$ cat src/rtl/game_referee.sv
// Turn sequencer and judge for the two-player fighting game: paces the actionEnable
// strobe, samples both health values once per turn and decides KO / turn-limit winner.
module game_referee #(
  parameter int TURN_PERIOD = 8,
  parameter int PULSE_LEN   = 2,
  parameter int MAX_TURNS   = 4
) (
  input  logic       clk,
  input  logic       reset,
  input  logic       start,
  input  logic [1:0] health1,
  input  logic [1:0] health2,
  output logic       actionEnable,
  output logic       isGameOver,
  output logic [1:0] winner,
  output logic [7:0] turnCount
);

  localparam int GAP_LEN = TURN_PERIOD - PULSE_LEN - 1;
  localparam int CW      = $clog2(TURN_PERIOD + 1);
  localparam logic [CW-1:0] ARM_LAST   = CW'(PULSE_LEN - 1);
  localparam logic [CW-1:0] GAP_LAST   = CW'(GAP_LEN - 1);
  localparam logic [7:0]    TURN_LIMIT = 8'(MAX_TURNS);

  typedef enum logic [2:0] {
    S_IDLE,
    S_ARM,
    S_SETTLE,
    S_GAP,
    S_OVER
  } state_t;

  state_t        r_state;
  state_t        w_next;
  logic [CW-1:0] r_cnt;
  logic [1:0]    r_prev1;
  logic [1:0]    r_prev2;
  logic          r_action;
  logic          r_over;
  logic [1:0]    r_winner;
  logic [7:0]    r_turns;

  logic          w_ko1;
  logic          w_ko2;
  logic          w_decided;
  logic [1:0]    w_win;
  logic [7:0]    w_turns_inc;

  // A jump from 1 to 3 is the 2-bit wrap of a -2 hit, so it counts as a knock-out.
  always_comb begin
    w_ko1       = (health1 == 2'd0) || ((r_prev1 == 2'd1) && (health1 == 2'd3));
    w_ko2       = (health2 == 2'd0) || ((r_prev2 == 2'd1) && (health2 == 2'd3));
    w_turns_inc = r_turns + 8'd1;
    w_decided   = 1'b1;
    w_win       = 2'b00;
    if (w_ko1 && w_ko2) begin
      w_win = 2'b11;
    end else if (w_ko1) begin
      w_win = 2'b10;
    end else if (w_ko2) begin
      w_win = 2'b01;
    end else if (w_turns_inc == TURN_LIMIT) begin
      if (health1 > health2)      w_win = 2'b01;
      else if (health2 > health1) w_win = 2'b10;
      else                        w_win = 2'b11;
    end else begin
      w_decided = 1'b0;
    end
  end

  always_comb begin
    w_next = r_state;
    case (r_state)
      S_IDLE:   if (start) w_next = S_ARM;
      S_ARM:    if (r_cnt == ARM_LAST) w_next = S_SETTLE;
      S_SETTLE: w_next = w_decided ? S_OVER : S_GAP;
      S_GAP:    if (r_cnt == GAP_LAST) w_next = S_ARM;
      S_OVER:   w_next = S_OVER;
      default:  w_next = S_IDLE;
    endcase
  end

  always_ff @(posedge clk) begin
    if (reset) begin
      r_state  <= S_IDLE;
      r_cnt    <= '0;
      r_prev1  <= 2'd3;
      r_prev2  <= 2'd3;
      r_action <= 1'b0;
      r_over   <= 1'b0;
      r_winner <= 2'b00;
      r_turns  <= 8'd0;
    end else begin
      r_state  <= w_next;
      // The strobe is registered from the next state so it is high exactly while in ARM.
      r_action <= (w_next == S_ARM);
      r_cnt    <= (w_next != r_state) ? '0 : r_cnt + CW'(1);
      if (r_state == S_SETTLE) begin
        r_turns <= w_turns_inc;
        if (w_decided) begin
          r_winner <= w_win;
          r_over   <= 1'b1;
        end else begin
          r_prev1 <= health1;
          r_prev2 <= health2;
        end
      end
    end
  end

  assign actionEnable = r_action;
  assign isGameOver   = r_over;
  assign winner       = r_winner;
  assign turnCount    = r_turns;

endmodule
$ cat config.mk
export PLATFORM = sky130hd
export DESIGN_NAME = game_referee
export DESIGN_NICKNAME = d
export VERILOG_FILES = /design/src/rtl/game_referee.sv
export SDC_FILE = /design/constraint.sdc
export NUM_CORES = 1
export LEC_CHECK = 0
export CORE_MARGIN = 2
export CORE_UTILIZATION = 55
export DETAILED_ROUTE_END_ITERATION = 8
export PLACE_DENSITY = 0.82
export SYNTH_ARGS = -nofsm -noshare
export SYNTH_HDL_FRONTEND = slang
export SYNTH_SLANG_ARGS = --single-unit
$ cat constraint.sdc
create_clock -name clk -period 5 [get_ports clk]
set_input_delay 1.5 -clock clk [delete_from_list [all_inputs] [get_ports clk]]
set_output_delay 1.5 -clock clk [all_outputs]
set_load 0.02 [all_outputs]
==> results_dict.tcl <==
set metrics [dict create \
    grt_pass1_wl_microns 3680 \
    post-route-min-period_ns 2.93 \
    grt_pass1_vias 884 \
    cpMaxStageDelayCell "clkdlybuf4s50_1" \
    syn_inst 129 \
    post_cts_resize_count 0 \
    cp.buffers_inverters 1 \
    ys_top_cells_by_area "dfxtp_1, nor2_1, ha_1" \
    area_growth_pct 19.3 \
    cts-htree-levels 1 \
    die_x_microns 49.9 \
    yosys.area.top_type_share_pct 39.7 \
    finalCritPeriodShare_pct 58.7 \
    cts_setup_buffers 0 \
    peakVddDrop_uv 161 \
    dpl-instance-area_sq_um 1360 \
    drive_gt1_share_pct 6.08 \
    synth_top_family_by_area "simple AND/OR/NAND/NOR gates" \
    routed_via_density 5.45 \
    hold_violations 0 \
    tightest_slew_ns 0.762 \
    drc 0 \
    vias 953 \
    setup_viol 0 \
    grt_max_degree 25 \
    ys_seq_elements 23 \
    io_buffers 18 \
    numCtsBuffers 3 \
    yosysTopAreaCell "dfxtp_1" \
    ios 19 \
    fill_cells 153 \
    cts_tree "built" \
    cpPeakStageDelay_ns 0.65 \
    die_h_microns 49.9 \
    maxSlewHeadroom_pct 49.0 \
    fmax_mhz 341 \
    syn_area_sq_um 1160 \
    die_area_sq_um 2490 \
    yosysSeqAreaShare_pct 39.7 \
    total_power_uw 337 \
    ys_types 39 \
    setup_slack_ns 2.07 \
    antenna_found_initial 0 \
    synth_nets 142 \
    tns_ns 0 \
    cap_violations 0 \
    min_path_type "reg -> reg" \
    n_antenna_cell 0 \
    start_util_pct 58.5 \
    clock_sinks 23 \
    place.gp.congestion 0.806 \
    drtPass1Iterations 4 \
    routed_wl_microns 2160 \
    yosysWarnings 0 \
    outcome "finished, final reports clean" \
    final_cell_mix "dfxtp_1, nor2_1, clkdlybuf4s50_1, inv_1" \
    synth-edff-count 0 \
    synth_flop_cell "dfxtp_1" \
    clkTransAtPathRegs_ns 0.12 \
    ant_nets 0 \
    crit_chain "clkdlybuf4s50_1" \
    grt_overflow 0 \
    final_common_cell "dfxtp_1" \
    criticalPathCategory "reg -> out" \
    synthSimpleGateAreaFrac_pct 26.6 \
    synth_fa_ha_area_share_pct 6.48 \
    drtIter0Drc 13 \
    async_flop_share_pct 0 \
    syn_avg_cell_area_sq_um 8.98 \
    p_leak_uw 0.000511 \
    cp.arrival_ns 1.43 \
    num_rows 16 \
    seqCellArea_sq_um 460 \
    multi_input_area_sq_um 641 \
    finClkSkew_ns 0.00175 \
    p_per_area_nw_per_um2 244 \
    slew_violations 0 \
    rsz0062_at_grt "no" \
    wl_per_cell_microns 12.4 \
    postLayoutCellArea_sq_um 1380 \
    crit_required_ns 3.50 \
    dp_hpwl_microns 1650 \
    clock_latency_ns 0.31 \
    clock_path_buffers 2 \
    end_kind "output pin" \
    core_area_sq_um 1980 \
    clock-root-buffer "clkbuf_4" \
    synthXorXnorAreaFrac_pct 6.05 \
    crit_path_start_kind "register" \
    synth.mux.area_fraction_pct 6.05 \
    synth-compound-area-share_pct 10.2 \
    postCtsHoldBufs 0 \
    hold_ws_ns 0.493 \
    worstPathMaxFanout 5 \
    pre_cts_ws_ns 1.89 \
    grtUsageTotal_pct 19.5 \
    nNetsFinal 162 \
    path_delay_family "buffers and inverters" \
]
registers in the layout (all words and copies together), names as in the netlist:
name / cells
r_prev2: 2
r_state: 3
r_prev1: 2
isGameOver: 1
actionEnable: 1
turnCount: 8
winner: 2
r_cnt: 4
metal layers:
| metal | vias up | track usage, % | wire length (microns) |
|---|---|---|---|
| met3 | 3 | 3.94 | 70 |
| met4 | 0 | 7.87 | 25 |
| met2 | 19 | 33.6 | 1050 |
| li1 | 489 | - | - |
| met5 | - | 0 | 0 |
| met1 | 442 | 23.6 | 1020 |
synthesized netlist by cell type, types with 2 or more instances:
master     number
a21oi_1         4
clkbuf_1        2
dfxtp_1        23
ha_1            6
inv_1           9
mux2i_1         7
nand2_1         7
nand2b_1        3
nand4_1         2
nand4b_1        2
nand4bb_1       2
nor2_1         21
nor3_1          2
nor3b_1         2
o21a_1          2
o21ai_0         6
xnor2_1         5
xor2_1          3
cells by family (layout without fill, tap and decap cells):
logic type,Yosys count,in the layout
DFF,23,23
and+or+nand+nor,53,53
xor gates and xnor gates,8,8
buffers and inverters,13,32
muxes,7,7
AOI/OAI and AO/OA,19,19
adders and majority gates,6,6
metrics by stage:
step	utilization (%)	std cells
after floorplan	-	129
after global placement	68.4	171
after detailed placement	68.4	171
after CTS	69.8	175
after global routing	69.8	175
final	69.8	175
where the power goes:
group          switching, uW  leakage (uW)  total, uW  internal [uW]
logic                   27.5      0.000310       53.7           26.2
registers               6.76      0.000187        197            191
clock network           54.7     0.0000150       85.8           31.2
total                   89.0      0.000511        337            248
final timing paths:
path | startpoint | end | slack (ns) | cells after the start
min | isGameOver | isGameOver | 0.49 | 2
max reg2reg | turnCount[0] | r_prev1[0] | 2.92 | 5
min reg2reg | isGameOver | isGameOver | 0.49 | 2
max | turnCount[2] | turnCount[2] | 2.07 | 1
area by class of cell:
cell class / count / share of cell area [%]
clock buffer: 4 / 1.90
multi-input combinational: 93 / 46.3
tap: 27 / 2.44
timing repair buffer: 19 / 13.6
sequential: 23 / 33.3
inverter: 9 / 2.44
Power figures use the tool's default switching activity.
